===== src/rtl/atm_keypad_frontend.sv =====
// -----------------------------------------------------------------------------
// atm_keypad_frontend
//
// Keypad entry stage that sits directly in front of the ATM core. A serial
// stream of key codes is assembled into one transaction (language, account
// number, PIN, operation, amount, new PIN), which is then offered to the core
// on a valid/ready handshake. Digit-range limits, CANCEL, CLEAR and an
// inactivity timeout are enforced here.
//
// Ports
//   clk        in   1   clock, rising edge
//   rst        in   1   synchronous reset, active-high
//   key_valid  in   1   one-cycle strobe qualifying key_code
//   key_code   in   4   0-9 digit, A ENTER, B CANCEL, C CLEAR, D-F illegal
//   req_ready  in   1   ATM core accepts the transaction
//   req_valid  out  1   transaction fields valid
//   language   out  1   language select
//   acc_num    out  11  account number (0..2047)
//   pin        out  14  PIN (0..9999)
//   operation  out  3   operation code
//   amount     out  14  amount, 0 when the operation needs none
//   new_pin    out  14  new PIN, 0 unless operation == OP_NEWPIN
//   fsm_state  out  3   current state encoding (debug)
//   key_err    out  1   one-cycle pulse when a key is rejected
//   timeout    out  1   one-cycle pulse on an inactivity abort
// -----------------------------------------------------------------------------
module atm_keypad_frontend #(
   parameter int unsigned TIMEOUT_CYCLES = 1000,
   parameter logic [7:0]  OP_AMOUNT_MASK = 8'b0000_0110,
   parameter logic [2:0]  OP_NEWPIN      = 3'd3
) (
   input  logic        clk,
   input  logic        rst,
   input  logic        key_valid,
   input  logic [3:0]  key_code,
   input  logic        req_ready,
   output logic        req_valid,
   output logic        language,
   output logic [10:0] acc_num,
   output logic [13:0] pin,
   output logic [2:0]  operation,
   output logic [13:0] amount,
   output logic [13:0] new_pin,
   output logic [2:0]  fsm_state,
   output logic        key_err,
   output logic        timeout
);

   typedef enum logic [2:0] {
      S_IDLE   = 3'd0,
      S_ACCT   = 3'd1,
      S_PIN    = 3'd2,
      S_OPER   = 3'd3,
      S_AMNT   = 3'd4,
      S_NEWPIN = 3'd5,
      S_SEND   = 3'd6
   } state_t;

   localparam logic [3:0]  KEY_ENTER  = 4'hA;
   localparam logic [3:0]  KEY_CANCEL = 4'hB;
   localparam logic [3:0]  KEY_CLEAR  = 4'hC;
   localparam logic [15:0] TMO_LAST   = 16'(TIMEOUT_CYCLES - 1);

   // Decimal shift-in of one digit; 17 bits holds 9999*10+9 without wrap.
   function automatic logic [16:0] append_digit(input logic [13:0] val,
                                                input logic [3:0]  dig);
      return (17'(val) * 17'd10) + 17'(dig);
   endfunction

   // Largest legal value of the numeric field being edited in a given state.
   function automatic logic [16:0] field_max(input state_t st);
      return (st == S_ACCT) ? 17'd2047 : 17'd9999;
   endfunction

   state_t      state_q, state_n;
   logic [15:0] timer_q, timer_n;
   logic [2:0]  cnt_q, cnt_n;
   logic        req_valid_q, req_valid_n;
   logic        language_q, language_n;
   logic [10:0] acc_q, acc_n;
   logic [13:0] pin_q, pin_n;
   logic [2:0]  oper_q, oper_n;
   logic [13:0] amount_q, amount_n;
   logic [13:0] new_pin_q, new_pin_n;
   logic        key_err_q, key_err_n;
   logic        timeout_q, timeout_n;

   logic [13:0] cur_val;
   logic [16:0] cand;
   logic        timed;
   state_t      dest;

   // State register: every output is taken straight from a flop.
   always_ff @(posedge clk) begin
      if (rst) begin
         state_q     <= S_IDLE;
         timer_q     <= '0;
         cnt_q       <= '0;
         req_valid_q <= 1'b0;
         language_q  <= 1'b0;
         acc_q       <= '0;
         pin_q       <= '0;
         oper_q      <= '0;
         amount_q    <= '0;
         new_pin_q   <= '0;
         key_err_q   <= 1'b0;
         timeout_q   <= 1'b0;
      end else begin
         state_q     <= state_n;
         timer_q     <= timer_n;
         cnt_q       <= cnt_n;
         req_valid_q <= req_valid_n;
         language_q  <= language_n;
         acc_q       <= acc_n;
         pin_q       <= pin_n;
         oper_q      <= oper_n;
         amount_q    <= amount_n;
         new_pin_q   <= new_pin_n;
         key_err_q   <= key_err_n;
         timeout_q   <= timeout_n;
      end
   end

   // Next-state and field update logic.
   always_comb begin
      state_n     = state_q;
      cnt_n       = cnt_q;
      req_valid_n = req_valid_q;
      language_n  = language_q;
      acc_n       = acc_q;
      pin_n       = pin_q;
      oper_n      = oper_q;
      amount_n    = amount_q;
      new_pin_n   = new_pin_q;
      key_err_n   = 1'b0;
      timeout_n   = 1'b0;
      timer_n     = '0;
      dest        = S_SEND;

      timed = (state_q == S_ACCT) || (state_q == S_PIN) || (state_q == S_OPER) ||
              (state_q == S_AMNT) || (state_q == S_NEWPIN);

      case (state_q)
         S_ACCT:   cur_val = {3'b000, acc_q};
         S_PIN:    cur_val = pin_q;
         S_AMNT:   cur_val = amount_q;
         S_NEWPIN: cur_val = new_pin_q;
         default:  cur_val = '0;
      endcase
      cand = append_digit(cur_val, key_code);

      if (timed && (timer_q == TMO_LAST)) begin
         // Inactivity abort wins over a key arriving in the same cycle.
         state_n     = S_IDLE;
         timeout_n   = 1'b1;
         cnt_n       = '0;
         req_valid_n = 1'b0;
         language_n  = 1'b0;
         acc_n       = '0;
         pin_n       = '0;
         oper_n      = '0;
         amount_n    = '0;
         new_pin_n   = '0;
      end else if (state_q == S_SEND) begin
         // Keys are silently dropped while the transaction is offered.
         if (req_valid_q && req_ready) begin
            state_n     = S_IDLE;
            cnt_n       = '0;
            req_valid_n = 1'b0;
            language_n  = 1'b0;
            acc_n       = '0;
            pin_n       = '0;
            oper_n      = '0;
            amount_n    = '0;
            new_pin_n   = '0;
         end
      end else if (key_valid) begin
         if (state_q == S_IDLE) begin
            if (key_code <= 4'd1) begin
               language_n = key_code[0];
               acc_n      = '0;
               cnt_n      = '0;
               state_n    = S_ACCT;
            end else if (key_code != KEY_CANCEL) begin
               key_err_n = 1'b1;
            end
         end else if (key_code == KEY_CANCEL) begin
            state_n     = S_IDLE;
            cnt_n       = '0;
            req_valid_n = 1'b0;
            language_n  = 1'b0;
            acc_n       = '0;
            pin_n       = '0;
            oper_n      = '0;
            amount_n    = '0;
            new_pin_n   = '0;
         end else if (key_code == KEY_CLEAR) begin
            cnt_n = '0;
            case (state_q)
               S_ACCT:   acc_n     = '0;
               S_PIN:    pin_n     = '0;
               S_OPER:   oper_n    = '0;
               S_AMNT:   amount_n  = '0;
               S_NEWPIN: new_pin_n = '0;
               default:  ;
            endcase
         end else if (key_code == KEY_ENTER) begin
            if (cnt_q == 3'd0) begin
               key_err_n = 1'b1;
            end else begin
               case (state_q)
                  S_ACCT:  dest = S_PIN;
                  S_PIN:   dest = S_OPER;
                  S_OPER:  dest = OP_AMOUNT_MASK[oper_q] ? S_AMNT :
                                  ((oper_q == OP_NEWPIN) ? S_NEWPIN : S_SEND);
                  S_AMNT:  dest = (oper_q == OP_NEWPIN) ? S_NEWPIN : S_SEND;
                  default: dest = S_SEND;
               endcase
               state_n = dest;
               cnt_n   = '0;
               case (dest)
                  S_PIN:    pin_n       = '0;
                  S_AMNT:   amount_n    = '0;
                  S_NEWPIN: new_pin_n   = '0;
                  S_SEND:   req_valid_n = 1'b1;
                  default:  ;
               endcase
            end
         end else if (key_code <= 4'd9) begin
            if (state_q == S_OPER) begin
               if (key_code < 4'd8) begin
                  oper_n = key_code[2:0];
                  cnt_n  = 3'd1;
               end else begin
                  key_err_n = 1'b1;
               end
            end else if ((cand <= field_max(state_q)) && (cnt_q < 3'd4)) begin
               cnt_n = cnt_q + 3'd1;
               case (state_q)
                  S_ACCT:   acc_n     = cand[10:0];
                  S_PIN:    pin_n     = cand[13:0];
                  S_AMNT:   amount_n  = cand[13:0];
                  S_NEWPIN: new_pin_n = cand[13:0];
                  default:  ;
               endcase
            end else begin
               key_err_n = 1'b1;
            end
         end else begin
            key_err_n = 1'b1;
         end
      end

      // Inactivity timer restarts on any key or state change.
      if (key_valid || (state_n != state_q)) begin
         timer_n = '0;
      end else if (timed) begin
         timer_n = timer_q + 16'd1;
      end
   end

   assign req_valid = req_valid_q;
   assign language  = language_q;
   assign acc_num   = acc_q;
   assign pin       = pin_q;
   assign operation = oper_q;
   assign amount    = amount_q;
   assign new_pin   = new_pin_q;
   assign fsm_state = state_q;
   assign key_err   = key_err_q;
   assign timeout   = timeout_q;

endmodule


===== config.mk =====
export PLATFORM = sky130hd
export DESIGN_NAME = atm_keypad_frontend
export DESIGN_NICKNAME = d
export VERILOG_FILES = /design/src/rtl/atm_keypad_frontend.sv
export SDC_FILE = /design/constraint.sdc
export NUM_CORES = 1
export LEC_CHECK = 0
export CORE_ASPECT_RATIO = 0.6
export CORE_MARGIN = 3
export CORE_UTILIZATION = 51
export DETAILED_ROUTE_END_ITERATION = 16
export PLACE_DENSITY = 0.88
export SLEW_MARGIN = 40
export SYNTH_ARGS = -nofsm -noshare
export SYNTH_HDL_FRONTEND = slang
export SYNTH_SLANG_ARGS = --single-unit

===== constraint.sdc =====
create_clock -name clk -period 5.5 [get_ports clk]
set_input_delay 1.1 -clock clk [delete_from_list [all_inputs] [get_ports clk]]
set_output_delay 1.1 -clock clk [all_outputs]
set_load 0.1 [all_outputs]

# == Yosys cells after proc, flatten, opt, wreduce, memory -nomap -nowiden ==
# Memory sizes are Yosys's and may differ from the RTL's. A register that Yosys moved wholly into a read port is not among the register bits.
# Cells that the tools add are included.
# word_totals
reg_bits,82
mem_bits_ro,8
inputBits,8
out_inout_bits,63
wordCells,228
memories,1
# op_classes
add_sub_neg,3
mul,1
order_cmp,6
eq_ne,42
mux,128
bitwise_logic,2
reduce_logical,33
# memory_table
memory,words,width,read_ports,rd_ports_with_merged_regs,wr,line_no,text
(name not given),8,1,1,1,0,214,S_OPER: dest = OP_AMOUNT_MASK[oper_q] ? S_AMNT :
# op_table
cell,n
$mux W14,41
$mux W11,13
$mux W3,44
$pmux W14 S4,1
$ne A5 B5 Y1 const B,6
$reduce_and A10 Y1,3
$mux W1,27
$ne A4 B4 Y1 const B,6
$reduce_bool A5 Y1,4
$eq A3 B3 Y1 const B,6
$add A17 B4 Y17,1
$le A17 B14 Y1,1
$add A16 B1 Y16 const B,1
$eq A16 B10 Y1 const B,1
$mul A14 B3 Y16 const B,1
$ne A5 B4 Y1 const B,3
$reduce_and A7 Y1,2
$eq A3 B2 Y1 const B,4
$eq A4 B4 Y1 const B,3
$pmux W3 S4,1
$ne A5 B1 Y1 const B,2
$reduce_and A9 Y1,1
$reduce_bool A3 Y1,3
$ne A8 B8 Y1 const B,1
29 further kinds,39

# == Longest topological paths before layout ==
# Gate-level depths: netlist of run 1.
# depth
word_depth,23
ltp_mapped,26
depth_no_buf,22

# == Worst setup path before layout of run 1 ==
# No wires, ideal clock.
# synth_path
path_kind,reg-to-reg
from,"reg state_q[0], in the netlist fsm_state[0]"
to,"reg pin_q[11], in the netlist pin[11]"
setup_time_ns,0.073
arrival_ns,6.269
required_time_ns,5.427
setup_slack_ns,-0.842
stages_incl_launch_ff,24
path_buffers,4
synth_period_minus_slack_ns,6.342
cell_sequence,dfxtp_1 -> buf_4 -> clkbuf_1 -> clkbuf_1 -> mux2_2 -> a22oi_1 -> o21ai_0 -> ha_1 -> ha_1 -> fa_1 -> a211oi_4 -> o211ai_1 -> a221oi_4 -> nand4b_1 -> nor2_1 -> xnor2_1 -> ha_1 -> o221a_2 -> a21bo_2 -> nand4_4 -> o41ai_4 -> nand2b_4 -> buf_12 -> mux2i_1
# synth_between
elab_chain_len,14
word_cells_on_any_way,50
cone_classes,add/sub: 1; mul: 1; order compare: 1; eq/ne: 14; mux: 21; reduce/logical: 12
# synth_lines
element,line_no,text
"start, declared",75,"state_t state_q, state_n;"
"start signal, assigned",109,state_q <= state_n;
"parallel branches: the longest is 14 deep, another holds $add A17 B4 Y17",n/a,
"end signal, assigned",115,pin_q <= pin_n;
"end, declared",81,"logic [13:0] pin_q, pin_n;"
# Several ways; the timed one is not identified. The select of a mux whose other input is x is not followed.
# A chain may end at the register's enable or synchronous reset.

# == Worst setup path after layout of run 1 ==
# layout_path
from,"reg state_q[0], in the netlist fsm_state[0]"
to,"reg pin_q[3], in the netlist pin[3]"
# Same word-level chain as after synthesis.

==> results.json, run 1 <==
{
  "grt_pass1_vias": 5136,
  "ys.flop_type": "dfxtp_1",
  "yosysMostFrequentCell": "nand2_1",
  "holdBufCountCts": 0,
  "rr_worst_depth": 20,
  "critical_path_buf_inv_count": 1,
  "core_region_area_um2": 10900,
  "drv_cap": 0,
  "cpMostUsedCell": "ha_1",
  "setup-violations-final": 0,
  "initial_core_util_pct": 54.0,
  "synth_edf_count": 0,
  "dieArea_um2": 12900,
  "numCtsBuffers": 9,
  "use_met3_pct": 7.91,
  "crit_cells": 20,
  "switching_share_pct": 25.4,
  "cp-end-kind": "flop",
  "drc": 0,
  "p_seq_share_pct": 42.8,
  "clock-sinks": 83,
  "rr_startpoint": "fsm_state[0]$_SDFF_PP0_",
  "drt-pass1-iter-count": 6,
  "fin_worst_skew_ps": 10.7,
  "synth_seq_cells": 83,
  "critPathLaunch": "fsm_state[0]$_SDFF_PP0_",
  "p_leak_nw": 2.98,
  "post-synth-top-area-fraction_pct": 28.2,
  "root_buffer": "clkbuf_16",
  "status": "finished clean",
  "path_class": "flop to flop",
  "pwr-share-clk_pct": 47.4,
  "gp_congestion": 1.00,
  "grt_overflow": 0,
  "cellPowerDensity_nw_per_um2": 203,
  "finalSetupTns_ps": 0,
  "grt_max_degree": 48,
  "syn_inst": 730,
  "critPathRequiredTime_ps": 5780,
  "hp-class": "flop to flop",
  "max_stage_delay_ps": 420,
  "cp.arrival_ps": 5570,
  "r2r_slack_ps": 210,
  "vias": 6040,
  "clock.fmax_mhz": 189,
  "die_x_um": 145,
  "p_switching_mw": 0.359,
  "setup_ws_ps": 208,
  "grt_pass1_wl_um": 27900,
  "clk_transition_reported_paths_ps": 70,
  "yosys.area.top_type": "dfxtp_1",
  "crit_end": "pin[3]$_SDFFE_PN0P_",
  "chipHeight_um": 89.3,
  "netlist_area_um2": 5900,
  "routed_via_density": 6.22,
  "cts_tree": "done",
  "relSlewSlack_pct": 48.2,
  "async_flop_share_pct": 0,
  "worstPathMaxFanout": 8,
  "clk_path_buf_depth": 2,
  "place_hpwl_um": 13700,
  "yosysUniqueCellTypes": 75,
  "ios": 71,
  "ir_drop_mv": 0.126,
  "grt_use_total_pct": 27.6,
  "r2r_end": "pin[3]$_SDFFE_PN0P_",
  "insertion_delay_ps": 350,
  "post-route-period-util_pct": 96.2,
  "path_delay_family": "compound AO/OA/AOI/OAI gates",
  "gr-max-usage-layer": "met1",
  "slowest_stage": "o41ai_4",
  "fp-row-count": 29,
  "ys_seq_area_share_pct": 28.2,
  "hold_viol": 0,
  "synth_commonest_cells": "109 x nand2_1, 83 x dfxtp_1, 69 x nor2_1, 52 x mux2i_1, 45 x o21ai_0",
  "netlist_top_cells_area": "dfxtp_1 28%, mux2i_1 8.8%, nand2_1 6.9%, ha_1 6.6%, nor2_1 4.4%",
  "final_layout_size_suffix_gt1_share_pct": 20.2,
  "ant_nets": 0,
  "tightestPinTransition_ps": 772,
  "pwr-share-comb_pct": 9.7,
  "maxSlewViolCount": 0,
  "start_kind": "flop",
  "met2_usage_pct": 36.4,
  "wl_per_cell_um": 19.1,
  "htreeDepth": 3,
  "ys_warn_count": 0,
  "antenna_found_initial": 0,
  "drt_wl_total_um": 18500,
  "grt_use_met1_pct": 43.5,
  "synth_nets": 770,
  "min_period_ps": 5290,
  "power.internal_mw": 1.06,
  "antenna_cells": 0,
  "port-buffer-count": 70,
  "path_cells": "mux2_2, a22oi_1, o21ai_1, ha_1, ha_1, fa_2, a211oi_4, o211ai_1, mux2i_2, o2111ai_2, nor2_2, xnor2_1, ha_1, o221a_2, a21bo_2, nand4_4, o41ai_4, buf_4, nand2b_4, mux2i_1",
  "holdWs_ps": 463,
  "nets": 851,
  "dp_slack_ps": -44.9,
  "drt-initial-drc-count": 872,
  "area_growth_pct": 18.2,
  "syn_area_per_cell_um2": 8.08
}
## through the flow
step                std cells  util (%)  power [mW]  cell area [µm²]
global route              971      63.9        1.45             6970
floorplan                 730         -       0.717             5920
detailed placement        941      59.5       0.748             6500
finish                    971      63.9        1.42             6970
global placement          941      62.3       0.749             6810
CTS                       957      62.6        1.41             6840
## timing repair
item / 4_1_cts / 5_1_grt
hold endpoints to repair: 0 / 0
setup endpoints to repair: 30 / 56
pin swaps: 0 / 5
gates cloned: 0 / 1
setup buffers: 0 / 13
gates resized for setup: 2 / 14
## per-layer routing
metal  vias to the layer above  part of all wire, %
li1                       2774                    -
met1                      2802                   46
met5                         -                    0
met3                        30                   14
met2                       434                   38
met4                         0                  1.3
## sequential cells by signal (all words and copies together), names as in the netlist, 3 cells and up, named ones only
name / flops
acc_num: 11
cnt_q: 3
new_pin: 14
fsm_state: 3
amount: 14
timer_q: 16
pin: 14
operation: 3
## cells in the final DEF (no fill, tap or decap), drive strengths merged, types with 3 or more instances in the layout
master / n
a22oi: 15
inv: 21
nand3: 32
or3: 4
nor4: 7
a211oi: 8
clkdlybuf4s50: 7
o22a: 5
ha: 31
nand2b: 8
dfxtp: 83
a31oi: 8
o21ai: 48
xnor2: 21
buf: 99
mux2i: 52
nand4b: 4
nor2: 71
nand4: 6
nor3: 11
clkbuf: 11
o31a: 3
nor2b: 13
and3: 10
o211ai: 9
nand2: 109
o2111ai: 4
and2: 11
or2: 6
a221oi: 3
xor2: 18
mux2: 6
a21oi: 36
## cell families after synthesis
| group | synth area share (%) |
|---|---|
| adders and majority gates | 6.91 |
| muxes | 9.97 |
| buffers and inverters | 4.16 |
| AOI/OAI and AO/OA | 19.4 |
| and+or+nand+nor | 25.1 |
| xor gates and xnor gates | 6.30 |
| DFF | 28.2 |
## power by group through the flow
stage	Clock, mW	Combinational (mW)	Sequential [mW]
3_3_place_gp	0	0.126	0.623
3_5_place_dp	0	0.125	0.623
4_1_cts	0.675	0.126	0.610
5_1_grt	0.703	0.144	0.608
2_1_floorplan	0	0.0774	0.640
6_report	0.673	0.138	0.607
## final cells by class
cell class                      count  area [µm²]
Fill cell                         916        3950
Tap cell                          155         194
Multi-Input combinational cell    593        4040
Clock inverter                      6        92.6
Sequential cell                    83        1670
Clock buffer                       10         239
Inverter                           17        63.8
Timing Repair Buffer              107         669
## worst min path at each step
stage                                       from                endpoint  slack, ps  depth (start not counted)
final                      timer_q[0]$_SDFF_PP0_   timer_q[0]$_SDFF_PP0_        460                          1
after global routing      amount[9]$_SDFFE_PN0P_  amount[9]$_SDFFE_PN0P_        490                          2
after CTS                  timer_q[0]$_SDFF_PP0_   timer_q[0]$_SDFF_PP0_        470                          1
after detailed placement   timer_q[0]$_SDFF_PP0_   timer_q[0]$_SDFF_PP0_        450                          1
after global placement     timer_q[0]$_SDFF_PP0_   timer_q[0]$_SDFF_PP0_        440                          1
after floorplan            timer_q[0]$_SDFF_PP0_   timer_q[0]$_SDFF_PP0_        430                          1
Note: power is estimated with default switching activity, not from simulation.
==> run 2, diff against run 1 <==
Settings changed: CORE_MARGIN 3 to 1.5.
==> run 2 against run 1 <==
Net effect: cell count rose by 1.6%; hold slack improved by 4.6 ps; design area rose by 0.68%; non-clock buffer count rose by 11; die area fell by 5.4%; utilization fell by 1.7 points; highest routed layer unchanged.
==> results.json, run 2 (same netlist as run 1, synthesis figures left out) <==
{
  "status": "finished clean",
  "final_layout_size_suffix_gt1_share_pct": 21.2,
  "min_period_ps": 5440,
  "rr_worst_depth": 24,
  "insertion_delay_ps": 350,
  "largest_register_ffs": 16,
  "nets": 862,
  "cp.arrival_ps": 5710,
  "path_class": "flop to flop",
  "cts_tree": "done",
  "relSlewSlack_pct": 47.7,
  "root_buffer": "clkbuf_16",
  "gp_congestion": 1.06,
  "cp-end-kind": "flop",
  "port-buffer-count": 70,
  "ir_drop_mv": 0.126,
  "largest-register": "timer_q",
  "holdBufCountCts": 0,
  "mostFrequentLayoutCell": "nand2_1",
  "hp-class": "flop to flop",
  "post-route-period-util_pct": 98.9,
  "p_leak_nw": 3.01,
  "ios": 71,
  "ant_nets": 0,
  "place_hpwl_um": 14200,
  "drv_cap": 0,
  "rr_startpoint": "fsm_state[0]$_SDFF_PP0_",
  "die_x_um": 142,
  "start_kind": "flop",
  "routed_via_density": 6.22,
  "wl_per_cell_um": 19.4,
  "drt-pass1-iter-count": 5,
  "antenna_found_initial": 0,
  "critPathLaunch": "fsm_state[0]$_SDFF_PP0_",
  "tightestPinTransition_ps": 779,
  "clock.fmax_mhz": 184,
  "grt_use_total_pct": 30.5,
  "fin_worst_skew_ps": 12.6,
  "initial_core_util_pct": 52.2,
  "crit_end": "pin[8]$_SDFFE_PN0P_",
  "grt_pass1_wl_um": 28800,
  "grt_max_degree": 48,
  "fp-row-count": 30,
  "cellPowerDensity_nw_per_um2": 191,
  "nFillCells": 971,
  "worstPathMaxFanout": 7,
  "critPathRequiredTime_ps": 5770,
  "utilization_pct": 62.1,
  "drc": 0,
  "drt-initial-drc-count": 754,
  "fin_area_um2": 7020,
  "numCtsBuffers": 9,
  "clk_path_buf_depth": 2,
  "clock-sinks": 83,
  "layout_common_cells": "109 x nand2_1, 80 x dfxtp_1, 68 x nor2_1",
  "r2r_end": "pin[8]$_SDFFE_PN0P_",
  "chipHeight_um": 86.3,
  "core_region_area_um2": 11300,
  "grt_overflow": 0,
  "drt_wl_total_um": 19200,
  "detailed_place.area_um2": 6590,
  "dieArea_um2": 12200,
  "htreeDepth": 3,
  "grt_pass1_vias": 5331,
  "vias": 6135,
  "hold_viol": 0,
  "maxSlewViolCount": 0,
  "clk_transition_reported_paths_ps": 70,
  "antenna_cells": 0,
  "r2r_slack_ps": 60,
  "setup-violations-final": 0,
  "area_growth_pct": 19.0
}
-- run 2: cell count changes in the layout (fill, tap and decap cells not counted), moves of 2 or more --
| cell | delta |
|---|---|
| nor2_2 | -2 |
| clkbuf_8 | -2 |
| o21ai_1 | -3 |
| o21ai_0 | +3 |
| buf_4 | +10 |
| nor2_1 | +2 |
| bufinv_16 | -2 |
-- run 2: cell type report --
class / count / area [µm²] / area share [%]
Inverter: 17 / 63.8 / 0.909
Clock inverter: 7 / 58.8 / 0.837
Clock buffer: 9 / 225 / 3.21
Tap cell: 160 / 200 / 2.85
Multi-Input combinational cell: 593 / 4040 / 57.6
Sequential cell: 83 / 1670 / 23.8
Timing Repair Buffer: 118 / 758 / 10.8
-- run 2: worst min-delay path by stage --
stage | cells past startpoint | startpoint | slack [ps] | endpoint
6_report | 1 | timer_q[0]$_SDFF_PP0_ | 470 | timer_q[0]$_SDFF_PP0_
3_5_place_dp | 1 | timer_q[0]$_SDFF_PP0_ | 450 | timer_q[0]$_SDFF_PP0_
5_1_grt | 2 | amount[9]$_SDFFE_PN0P_ | 500 | amount[9]$_SDFFE_PN0P_
4_1_cts | 1 | timer_q[0]$_SDFF_PP0_ | 480 | timer_q[0]$_SDFF_PP0_
2_1_floorplan | 1 | timer_q[0]$_SDFF_PP0_ | 430 | timer_q[0]$_SDFF_PP0_
3_3_place_gp | 1 | timer_q[0]$_SDFF_PP0_ | 440 | timer_q[0]$_SDFF_PP0_
-- run 2: timing repair --
| action | in CTS | in global routing |
|---|---|---|
| gates resized for setup | 1 | 12 |
| setup buffers | 2 | 11 |
| endpoints found under the setup margin | 24 | 54 |
| gates cloned | 0 | 1 |
| pin swaps | 1 | 2 |
-- run 2: where the power goes --
part           switching, mW  internal [mW]
clock network          0.275          0.314
logic                 0.0997         0.0438
registers            0.00464          0.603
total                  0.380          0.961
-- run 2: through the flow --
stage,worst slack (ps),power [mW],TNS [ps],std cells,hold slack (ps)
after global routing,-61.3,1.37,-194,987,502
final,61.2,1.34,0,987,468
after detailed placement,-138,0.749,-1070,957,448
after CTS,17.8,1.33,0,975,475
after floorplan,2.44,0.717,0,730,430
after global placement,131,0.749,0,957,443
-- run 2: critical path, cell delays in order (launching register included) --
cell and delay (ps):
dfxtp_4 390, clkbuf_4 180, buf_4 140, nand4bb_1 200, o211ai_1 170, buf_4 190
xnor2_1 80, ha_2 220, fa_2 380, a211oi_4 400, buf_4 190, o211ai_1 90
mux2i_1 240, o2111ai_2 170, nor2_1 150, xnor2_1 100, ha_1 340, o221a_2 220
a21bo_2 160, nand4_4 120, buf_4 200, o41ai_4 340, buf_4 210, nand2b_4 240
mux2i_1 220
-- run 2: metal layers --
| layer | wire (µm) | global-route usage, % | vias up |
|---|---|---|---|
| met1 | 8670 | 45.7 | 2871 |
| met3 | 2780 | 12.0 | 40 |
| met2 | 7370 | 40.5 | 423 |
| li1 | - | - | 2801 |
| met4 | 334 | 6.37 | 0 |
| met5 | 0 | 0 | - |
